$ cat src/rtl/ps2_pkg.sv
// Shared types and constants for the PS/2 host-side blocks.
package ps2_pkg;

  typedef enum logic [2:0] {
    IDLE      = 3'd0,
    INHIBIT   = 3'd1,
    START     = 3'd2,
    REQ       = 3'd3,
    DATA      = 3'd4,
    ACK       = 3'd5,
    WAIT_IDLE = 3'd6
  } ps2_tx_state_e;

  localparam int PS2_FRAME_FALLS = 11;

  localparam logic [7:0] CMD_SET_LED = 8'hED;
  localparam logic [7:0] CMD_RESET   = 8'hFF;
  localparam logic [7:0] CMD_ECHO    = 8'hEE;

  // PS/2 frames carry odd parity over the eight data bits.
  function automatic logic odd_parity(input logic [7:0] d);
    return ~(^d);
  endfunction

endpackage

$ cat src/rtl/ps2_host_tx_if.sv
// Command handshake between a host controller and ps2_host_tx.
interface ps2_host_tx_if;
  logic [7:0] data;
  logic       send;
  logic       busy;
  logic       done;
  logic       ack_err;
  logic       timeout;

  modport master (output data, output send, input busy, input done, input ack_err, input timeout);
  modport slave  (input data, input send, output busy, output done, output ack_err, output timeout);
endinterface

$ cat src/rtl/ps2_edge_sync.sv
// Three-flop synchroniser for one PS/2 pad line with edge detection.
module ps2_edge_sync (
  input  logic clk,
  input  logic clrn,
  input  logic din,
  output logic level,
  output logic fall,
  output logic rise
);

  logic [2:0] sync_r;

  // Shift the pad value through the synchroniser; idle lines read high.
  always_ff @(posedge clk) begin
    if (!clrn) begin
      sync_r <= 3'b111;
    end else begin
      sync_r <= {sync_r[1:0], din};
    end
  end

  assign level = sync_r[1];
  assign fall  = sync_r[2] & ~sync_r[1];
  assign rise  = ~sync_r[2] & sync_r[1];

endmodule

$ cat src/rtl/ps2_host_tx.sv
// Host-to-device PS/2 command transmitter driving open-drain pad enables.
module ps2_host_tx
  import ps2_pkg::*;
#(
  parameter int INHIBIT_CYCLES = 5000,
  parameter int TIMEOUT_CYCLES = 750000,
  parameter int CNT_W          = 20
) (
  input  logic          clk,
  input  logic          clrn,
  input  logic          ps2_clk,
  input  logic          ps2_data,
  output logic          ps2_clk_oe,
  output logic          ps2_data_oe,
  ps2_host_tx_if.slave  bus
);

  localparam logic [3:0]       STOP_FALL_IDX = 4'(PS2_FRAME_FALLS - 2);
  localparam logic [CNT_W-1:0] INH_LAST      = CNT_W'(INHIBIT_CYCLES - 1);
  localparam logic [CNT_W-1:0] TMO_LAST      = CNT_W'(TIMEOUT_CYCLES - 1);

  ps2_tx_state_e    state_r, state_nxt_s;
  logic [8:0]       shreg_r, shreg_nxt_s;
  logic [3:0]       bitcnt_r, bitcnt_nxt_s;
  logic [CNT_W-1:0] cnt_r, cnt_nxt_s;
  logic             clk_oe_r, clk_oe_nxt_s;
  logic             data_oe_r, data_oe_nxt_s;
  logic             busy_r, busy_nxt_s;
  logic             done_r, done_nxt_s;
  logic             ack_err_r, ack_err_nxt_s;
  logic             ack_smp_r, ack_smp_nxt_s;
  logic             timeout_r, timeout_nxt_s;

  logic clk_level_s, clk_fall_s, clk_rise_s;
  logic data_level_s, data_fall_s, data_rise_s;
  logic timed_s, dev_edge_s, unused_s;

  ps2_edge_sync u_clk_sync (
    .clk(clk), .clrn(clrn), .din(ps2_clk),
    .level(clk_level_s), .fall(clk_fall_s), .rise(clk_rise_s)
  );

  ps2_edge_sync u_data_sync (
    .clk(clk), .clrn(clrn), .din(ps2_data),
    .level(data_level_s), .fall(data_fall_s), .rise(data_rise_s)
  );

  assign unused_s = data_fall_s ^ data_rise_s;

  assign timed_s = (state_r == REQ) || (state_r == DATA) || (state_r == ACK) || (state_r == WAIT_IDLE);
  // The rise seen in REQ is our own release of ps2_clk, not device activity.
  assign dev_edge_s = clk_fall_s | (clk_rise_s & (state_r != REQ));

  // State and registered-output update.
  always_ff @(posedge clk) begin
    if (!clrn) begin
      state_r   <= IDLE;
      shreg_r   <= 9'h000;
      bitcnt_r  <= 4'd0;
      cnt_r     <= {CNT_W{1'b0}};
      clk_oe_r  <= 1'b0;
      data_oe_r <= 1'b0;
      busy_r    <= 1'b0;
      done_r    <= 1'b0;
      ack_err_r <= 1'b0;
      ack_smp_r <= 1'b0;
      timeout_r <= 1'b0;
    end else begin
      state_r   <= state_nxt_s;
      shreg_r   <= shreg_nxt_s;
      bitcnt_r  <= bitcnt_nxt_s;
      cnt_r     <= cnt_nxt_s;
      clk_oe_r  <= clk_oe_nxt_s;
      data_oe_r <= data_oe_nxt_s;
      busy_r    <= busy_nxt_s;
      done_r    <= done_nxt_s;
      ack_err_r <= ack_err_nxt_s;
      ack_smp_r <= ack_smp_nxt_s;
      timeout_r <= timeout_nxt_s;
    end
  end

  // Frame sequencing, bit shifting and the per-edge watchdog.
  always_comb begin
    state_nxt_s   = state_r;
    shreg_nxt_s   = shreg_r;
    bitcnt_nxt_s  = bitcnt_r;
    cnt_nxt_s     = cnt_r + {{(CNT_W-1){1'b0}}, 1'b1};
    clk_oe_nxt_s  = clk_oe_r;
    data_oe_nxt_s = data_oe_r;
    busy_nxt_s    = busy_r;
    done_nxt_s    = 1'b0;
    ack_err_nxt_s = 1'b0;
    ack_smp_nxt_s = ack_smp_r;
    timeout_nxt_s = 1'b0;

    case (state_r)
      IDLE: begin
        clk_oe_nxt_s  = 1'b0;
        data_oe_nxt_s = 1'b0;
        busy_nxt_s    = 1'b0;
        cnt_nxt_s     = {CNT_W{1'b0}};
        if (bus.send) begin
          state_nxt_s  = INHIBIT;
          shreg_nxt_s  = {odd_parity(bus.data), bus.data};
          bitcnt_nxt_s = 4'd0;
          clk_oe_nxt_s = 1'b1;
          busy_nxt_s   = 1'b1;
        end else begin
          state_nxt_s  = IDLE;
        end
      end
      INHIBIT: begin
        if (cnt_r == INH_LAST) begin
          state_nxt_s   = START;
          data_oe_nxt_s = 1'b1;
          cnt_nxt_s     = {CNT_W{1'b0}};
        end else begin
          state_nxt_s   = INHIBIT;
        end
      end
      START: begin
        state_nxt_s  = REQ;
        clk_oe_nxt_s = 1'b0;
        cnt_nxt_s    = {CNT_W{1'b0}};
      end
      REQ, DATA: begin
        if (clk_fall_s) begin
          bitcnt_nxt_s = bitcnt_r + 4'd1;
          if (bitcnt_r == STOP_FALL_IDX) begin
            data_oe_nxt_s = 1'b0;
            state_nxt_s   = ACK;
          end else begin
            data_oe_nxt_s = ~shreg_r[0];
            shreg_nxt_s   = {1'b0, shreg_r[8:1]};
            state_nxt_s   = DATA;
          end
        end else begin
          state_nxt_s = state_r;
        end
      end
      ACK: begin
        if (clk_fall_s) begin
          ack_smp_nxt_s = data_level_s;
          bitcnt_nxt_s  = bitcnt_r + 4'd1;
          state_nxt_s   = WAIT_IDLE;
        end else begin
          state_nxt_s   = ACK;
        end
      end
      WAIT_IDLE: begin
        if (clk_level_s && data_level_s) begin
          done_nxt_s    = 1'b1;
          ack_err_nxt_s = ack_smp_r;
          state_nxt_s   = IDLE;
        end else begin
          state_nxt_s   = WAIT_IDLE;
        end
      end
      default: begin
        state_nxt_s   = IDLE;
        clk_oe_nxt_s  = 1'b0;
        data_oe_nxt_s = 1'b0;
        busy_nxt_s    = 1'b0;
      end
    endcase

    // A device edge restarts the watchdog and always beats expiry.
    if (timed_s) begin
      if (dev_edge_s) begin
        cnt_nxt_s = {CNT_W{1'b0}};
      end else if ((cnt_r == TMO_LAST) && (state_nxt_s == state_r)) begin
        clk_oe_nxt_s  = 1'b0;
        data_oe_nxt_s = 1'b0;
        timeout_nxt_s = 1'b1;
        state_nxt_s   = IDLE;
      end else begin
        timeout_nxt_s = 1'b0;
      end
    end else begin
      timeout_nxt_s = 1'b0;
    end
  end

  assign ps2_clk_oe  = clk_oe_r;
  assign ps2_data_oe = data_oe_r;
  assign bus.busy    = busy_r;
  assign bus.done    = done_r;
  assign bus.ack_err = ack_err_r;
  assign bus.timeout = timeout_r;

endmodule
$ cat src/flat_wrapper.sv
// flat-port wrapper written by rule: the top's interface ports become plain ports
module ps2_host_tx_flat import ps2_pkg::*;
#(
  parameter int INHIBIT_CYCLES = 5000,
  parameter int TIMEOUT_CYCLES = 750000,
  parameter int CNT_W          = 20
)
  (clk, clrn, ps2_clk, ps2_data, ps2_clk_oe, ps2_data_oe, bus_data, bus_send, bus_busy, bus_done, bus_ack_err, bus_timeout);
  ps2_host_tx_if bus_i ();
  input  logic clk;
  input  logic clrn;
  input  logic ps2_clk;
  input  logic ps2_data;
  output logic ps2_clk_oe;
  output logic ps2_data_oe;
  input wire logic [$bits(bus_i.data)-1:0] bus_data;
  input wire logic [$bits(bus_i.send)-1:0] bus_send;
  output wire logic [$bits(bus_i.busy)-1:0] bus_busy;
  output wire logic [$bits(bus_i.done)-1:0] bus_done;
  output wire logic [$bits(bus_i.ack_err)-1:0] bus_ack_err;
  output wire logic [$bits(bus_i.timeout)-1:0] bus_timeout;
  assign bus_i.data = bus_data;
  assign bus_i.send = bus_send;
  assign bus_busy = bus_i.busy;
  assign bus_done = bus_i.done;
  assign bus_ack_err = bus_i.ack_err;
  assign bus_timeout = bus_i.timeout;
  ps2_host_tx #(.INHIBIT_CYCLES(INHIBIT_CYCLES), .TIMEOUT_CYCLES(TIMEOUT_CYCLES), .CNT_W(CNT_W)) u_core (.clk(clk), .clrn(clrn), .ps2_clk(ps2_clk), .ps2_data(ps2_data), .ps2_clk_oe(ps2_clk_oe), .ps2_data_oe(ps2_data_oe), .bus(bus_i));
endmodule
$ cat config.mk
export PLATFORM = sky130hd
export DESIGN_NAME = ps2_host_tx_flat
export DESIGN_NICKNAME = d
export VERILOG_FILES = /design/src/rtl/ps2_pkg.sv /design/src/rtl/ps2_host_tx_if.sv /design/src/rtl/ps2_edge_sync.sv /design/src/rtl/ps2_host_tx.sv /design/src/flat_wrapper.sv
export SDC_FILE = /design/constraint.sdc
export NUM_CORES = 1
export LEC_CHECK = 0
export ABC_AREA = 0
export BUFFER_PORTS_ARGS = -buffer_cell sky130_fd_sc_hd__buf_2
export CORE_ASPECT_RATIO = 0.9
export CORE_MARGIN = 4
export CORE_UTILIZATION = 54
export CTS_CLUSTER_DIAMETER = 200
export CTS_CLUSTER_SIZE = 25
export DETAILED_ROUTE_END_ITERATION = 7
export HOLD_SLACK_MARGIN = 0.02
export PLACE_DENSITY = 0.84
export SYNTH_ARGS = -nofsm -noshare
export SYNTH_HDL_FRONTEND = slang
export SYNTH_SLANG_ARGS = --single-unit
$ cat constraint.sdc
create_clock -name clk -period 2.1 [get_ports clk]
set_input_delay 0.42 -clock clk [delete_from_list [all_inputs] [get_ports clk]]
set_output_delay 0.42 -clock clk [all_outputs]
set_load 0.03 [all_outputs]
==> results.json, run 1 <==
{
  "port-buffer-count": 18,
  "multiInputGateArea_mm2": 0.00153,
  "period_share_pct": 103,
  "rrSetupSlack_ns": -0.06,
  "path_clk_slew_ns": 0.09,
  "cts_tree": "yes",
  "grt_usage_pct": 21.3,
  "hold_path.class": "in -> reg",
  "start_util_pct": 55.8,
  "drc": 0,
  "status": "finished, violations left",
  "finalNetCount": 349,
  "dp_hpwl_um": 4330,
  "clock_latency_ns": 0.31,
  "fin_crit_ns": 2.16,
  "violations": "negative setup slack",
  "via_per_inst": 5.89,
  "netlist_top_cells_area": "dfxtp_1, xnor2_1, nor2_1, ha_1, mux2i_1",
  "crit_buf_inv": 0,
  "n_antenna_cell": 0,
  "path_class": "reg -> reg",
  "drive_gt1_share_pct": 22.1,
  "ys.flop_type": "dfxtp_1",
  "die_w_um": 79.6,
  "synth-edff-count": 0,
  "synth_seq_cells": 48,
  "cp-end-kind": "flip-flop",
  "antenna_found_initial": 0,
  "htreeDepth": 2,
  "core_mm2": 0.00446,
  "leakage_nw": 1.16,
  "rows": 23,
  "cts.path.max_buffers": 2,
  "max_freq_mhz": 463,
  "yosysUniqueCellTypes": 52,
  "grt_start_max_net_pins": 21,
  "fin_ws_ns": -0.0606,
  "cpPeakStageDelay_ns": 0.55,
  "antenna_left": 0,
  "cp_cell_sequence": "or4_4 -> o41a_1 -> or3_4 -> o22ai_4 -> nor4b_4",
  "startpoint_type": "flip-flop",
  "cts_root_buf": "clkbuf_8",
  "synthToLayoutAreaGrowth_pct": 21.2,
  "setup_violations": 1,
  "required_ns": 2.33,
  "rsz0062_at_grt": "yes",
  "grt_pass1_wl_um": 9670,
  "io_pins": 19,
  "yosysSeqAreaShare_pct": 38.6,
  "hold_viol": 0,
  "nFillCells": 340,
  "grt-ovfl-total": 0,
  "syn_inst": 290,
  "cts_buffers": 5,
  "max_slew.worst_pin.slew_ns": 0.502,
  "p_per_area_mw_per_mm2": 620,
  "drt-initial-drc-count": 245,
  "syn_nets": 310,
  "die_y_um": 72.4,
  "finalClockSkew_ns": 0.00759,
  "timing.max_cap.violations": 0,
  "drtPass1Iterations": 5,
  "postCtsHoldBufs": 0,
  "totalWireLength_um": 6140,
  "critPathMaxFanout": 6,
  "vdd_ir_drop_max_mv": 0.438,
  "finalPower_w": 0.00187,
  "synth_top_area_share_pct": 38.6,
  "path_delay_family": "simple AND/OR/NAND/NOR gates",
  "synthArstFlopShare_pct": 0,
  "slew_violations": 0,
  "synth.cell_area_mm2": 0.00249,
  "synth_area_leader_cell": "dfxtp_1",
  "synth.avg_cell_area_um2": 8.59,
  "yosys_warnings": 0,
  "gp_routability_congestion": 0.931,
  "dieArea_mm2": 0.00576,
  "seq_area_um2": 965,
  "crit_path_top_delay_cell": "or4_4",
  "post_drt_wl_per_cell_um": 15.7,
  "crit_arrival_ns": 2.39,
  "grt_pass1_vias": 2121,
  "slew_headroom_pct": 66.5,
  "cts.sinks": 48,
  "final_core_util_pct": 67.6,
  "vias": 2310
}
## final cells by class
cell class | count | area share (%)
tap | 62 | 2.57
inverter | 11 | 1.37
sequential | 48 | 32.0
multi-input combinational | 220 | 50.8
timing repair buffer | 43 | 9.62
clock inverter | 3 | 1.41
clock buffer | 5 | 2.28
## worst paths after layout
kind	startpoint	end	cells after the start
hold / removal	ps2_clk	u_core.u_clk_sync.sync_r[0]	2
setup reg to reg	u_core.cnt_r[13]	u_core.bus.timeout	5
setup / recovery	u_core.cnt_r[13]	u_core.bus.timeout	5
hold reg to reg	u_core.u_data_sync.sync_r[0]	u_core.u_data_sync.sync_r[1]	1
## placed cells by master (no fill, tap or decap), drive strengths merged, types with 2 or more instances in the layout
master  instances
dfxtp          48
buf            43
nor2           41
xnor2          20
nand2          17
a21oi          15
nand3          12
inv            11
a211oi         10
xor2            9
nor3            9
nand2b          8
mux2i           8
o21ai           8
ha              7
nor4            6
nand4           5
clkbuf          5
and2            4
a21o            3
and4            3
and3            3
o31ai           2
nor2b           2
a21bo           2
a31oi           2
o21a            2
o22ai           2
## synthesized netlist by cell type (8+ instances only)
cell and count:
nand2_1 17, nor2_1 41, mux2i_1 8, nand2b_1 8, a211oi_1 10, xnor2_1 20
xor2_1 9, nand3_1 12, nor3_1 9, inv_1 11, dfxtp_1 48, a21oi_1 15
## registers in the layout (all words and copies together), names as in the netlist
register and count:
u_core.cnt_r 20, u_core.shreg_r 9, u_core.bitcnt_r 4, u_core.state_r 3, u_core.u_clk_sync.sync_r 3, u_core.u_data_sync.sync_r 2, u_core.ack_smp_r 1, u_core.bus.ack_err 1
u_core.bus.busy 1, u_core.bus.done 1, u_core.bus.timeout 1, u_core.ps2_clk_oe 1, u_core.ps2_data_oe 1
## timing repair
item | 4_1_cts | 5_1_grt
setup buffers | 0 | 1
resized for setup | 2 | 13
pin swaps | 0 | 1
setup endpoints to repair | 3 | 38
## where the power goes
group / switching [W] / internal (W)
sequential: 0.0000204 / 0.000940
clock: 0.000318 / 0.000352
combinational: 0.000132 / 0.000108
total: 0.000470 / 0.00140
## routing by layer
| metal | share of wire, % | GRT usage, % |
|---|---|---|
| met5 | 0 | 0 |
| met4 | 2.2 | 8.59 |
| met3 | 7.0 | 5.71 |
| met2 | 47 | 33.4 |
| met1 | 44 | 27.9 |
## metrics by stage
step	instance area, µm²	TNS (ns)	hold slack, ns	worst slack, ns	cells
final	3020	-0.0606	0.290	-0.0606	392
after global routing	3020	-0.345	0.300	-0.117	392
after CTS	2960	-0.0320	0.283	-0.0241	391
after detailed placement	2840	-0.0410	0.398	-0.0407	383
after global placement	2840	0	0.388	0.0564	383
after floorplan	2530	0	0.386	0.000242	290
## cell families (layout without fill, tap and decap cells)
kind of cell / Yosys count / after routing / share of synthesized area [%]
adder cells (fa/ha/maj): 7 / 7 / 3.52
flip-flops: 48 / 48 / 38.6
buffers and inverters: 22 / 62 / 3.47
AND/OR/NAND/NOR: 118 / 118 / 24.8
AO/OA/AOI/OAI: 58 / 58 / 16.2
XOR/XNOR: 29 / 29 / 10.2
multiplexers: 8 / 8 / 3.22
No activity file was read; power rests on OpenSTA's default activity.
==> inputs of run 2 (changes only) <==
Settings changed: GPL_TIMING_DRIVEN set to 0.
==> run 2 against run 1 <==
The run still ends with negative setup slack left. Combinational power is 3% higher. Maximum frequency fell by 5.3%. Register-to-register slack got worse by 0.12 ns. Worst hold slack worse by 0.0050 ns. Critical path depth unchanged. Die area did not move. Sequential share of layout area is 1.2 points higher. Count of clock-buffer cells in the layout unchanged. First-iteration DRC count down 47%. Utilization is 2.1 points lower. Critical path type unchanged. Largest cell class unchanged. Highest routed layer unchanged.
==> results.json, run 2 (synthesized netlist as in run 1, its figures left out) <==
{
  "r2r_start": "u_core.cnt_r[7]",
  "rrSetupSlack_ns": -0.18,
  "grt_pass1_vias": 1974,
  "path_clk_slew_ns": 0.09,
  "reg2regPathDepth": 5,
  "die_y_um": 72.4,
  "core_mm2": 0.00446,
  "seq_area_um2": 970,
  "reg2reg_to": "u_core.bus.timeout",
  "timing.max_cap.violations": 0,
  "synthToLayoutAreaGrowth_pct": 17.3,
  "regMostFlops": "u_core.cnt_r",
  "final_core_util_pct": 65.5,
  "n_antenna_cell": 0,
  "cp-end-kind": "flip-flop",
  "vdd_ir_drop_max_mv": 0.479,
  "drive_gt1_share_pct": 20.7,
  "critPathMaxFanout": 5,
  "vias": 2192,
  "grt_pass1_wl_um": 9220,
  "cts.path.max_buffers": 2,
  "holdPathStages": 2,
  "setup_violations": 28,
  "hp-start": "ps2_data",
  "rows": 23,
  "die_w_um": 79.6,
  "nFillCells": 371,
  "cts.sinks": 48,
  "rsz0062_at_grt": "yes",
  "largest_reg_flops": 20,
  "grt-ovfl-total": 0,
  "crit_arrival_ns": 2.50,
  "via_per_inst": 5.69,
  "slew_violations": 0,
  "final_common_cell": "dfxtp_1",
  "hold_end": "u_core.u_data_sync.sync_r[0]",
  "status": "finished, violations left",
  "fin_crit_ns": 2.28,
  "p_per_area_mw_per_mm2": 602,
  "layout_common_cells": "dfxtp_1, nor2_1, buf_2",
  "dp_hpwl_um": 3750,
  "post_drt_wl_per_cell_um": 14.2,
  "max_freq_mhz": 438,
  "totalWireLength_um": 5470,
  "violations": "negative setup slack",
  "cts_tree": "yes",
  "antenna_left": 0,
  "start_util_pct": 55.8,
  "drt-initial-drc-count": 130,
  "startpoint_type": "flip-flop",
  "antenna_found_initial": 0,
  "grt_usage_pct": 20.2,
  "required_ns": 2.31,
  "reg_top3": "u_core.cnt_r x20, u_core.shreg_r x9, u_core.bitcnt_r x4",
  "leakage_nw": 1.10,
  "period_share_pct": 109,
  "path_class": "reg -> reg",
  "grt_start_max_net_pins": 16,
  "drtPass1Iterations": 4,
  "max_slew.worst_pin.slew_ns": 0.592,
  "dieArea_mm2": 0.00576,
  "finalClockSkew_ns": 0.0102,
  "cts_root_buf": "clkbuf_8",
  "io_pins": 19,
  "fin_ws_ns": -0.182,
  "cts_buffers": 5,
  "hold_path.class": "in -> reg",
  "hold_viol": 0,
  "finalNetCount": 342,
  "gp_routability_congestion": 0.890,
  "drc": 0,
  "slew_headroom_pct": 60.5,
  "multiInputGateArea_mm2": 0.00154,
  "htreeDepth": 2,
  "dpl_worst_slack_ns": -0.426,
  "port-buffer-count": 18,
  "clock_latency_ns": 0.31
}
## run 2: through the flow
step                      setup TNS, ns  hold WS (ns)  power, W  area (µm²)  instances
after global placement            -4.34         0.388   0.00119        2700        370
after global routing              -4.82         0.299   0.00183        2920        385
after detailed placement          -5.50         0.400   0.00119        2700        370
after floorplan                       0         0.386   0.00114        2530        290
final                             -1.35         0.285   0.00176        2920        385
after CTS                         -1.13         0.276   0.00176        2880        384
## run 2: report_power, final
group	total, W	internal (W)	switching [W]
sequential	0.000961	0.000939	0.0000218
clock	0.000552	0.000232	0.000320
combinational	0.000246	0.000113	0.000133
## run 2: cell type report
type                       instances  share of cell area [%]
multi-input combinational        220                    52.7
sequential                        48                    33.2
timing repair buffer              26                    5.14
tap                               62                    2.66
clock buffer                       5                    2.36
buffer                            10                    1.93
inverter                          11                    1.41
clock inverter                     3                   0.642
## run 2: critical path, cell delays in order (launching register included)
cell	delay [ns]
dfxtp_1	0.42
nor4bb_1	0.55
a21oi_1	0.24
or3_4	0.45
o22ai_4	0.25
nor4b_4	0.27
## run 2: routing by layer
layer	track usage (%)	share of wire (%)
met5	0	0
met4	7.63	1.8
met3	3.97	5.7
met1	27.5	49
met2	31.6	43
## run 2: timing repair
action | in CTS | in global routing
hold buffers | 0 | 0
pin swaps | 4 | 1
setup buffers | 7 | 1
resized for setup | 13 | 10
gates cloned | 0 | 0
endpoints found under the setup margin | 36 | 38
## run 2: worst max path at each step
stage	startpoint	endpoint	depth (start not counted)
after floorplan	u_core.state_r[0]	u_core.shreg_r[5]	9
after global placement	u_core.state_r[1]	u_core.ps2_clk_oe	8
after detailed placement	u_core.state_r[0]	u_core.ps2_clk_oe	7
after CTS	u_core.cnt_r[13]	u_core.bus.timeout	5
after global routing	u_core.cnt_r[13]	u_core.bus.timeout	5
final	u_core.cnt_r[7]	u_core.bus.timeout	5
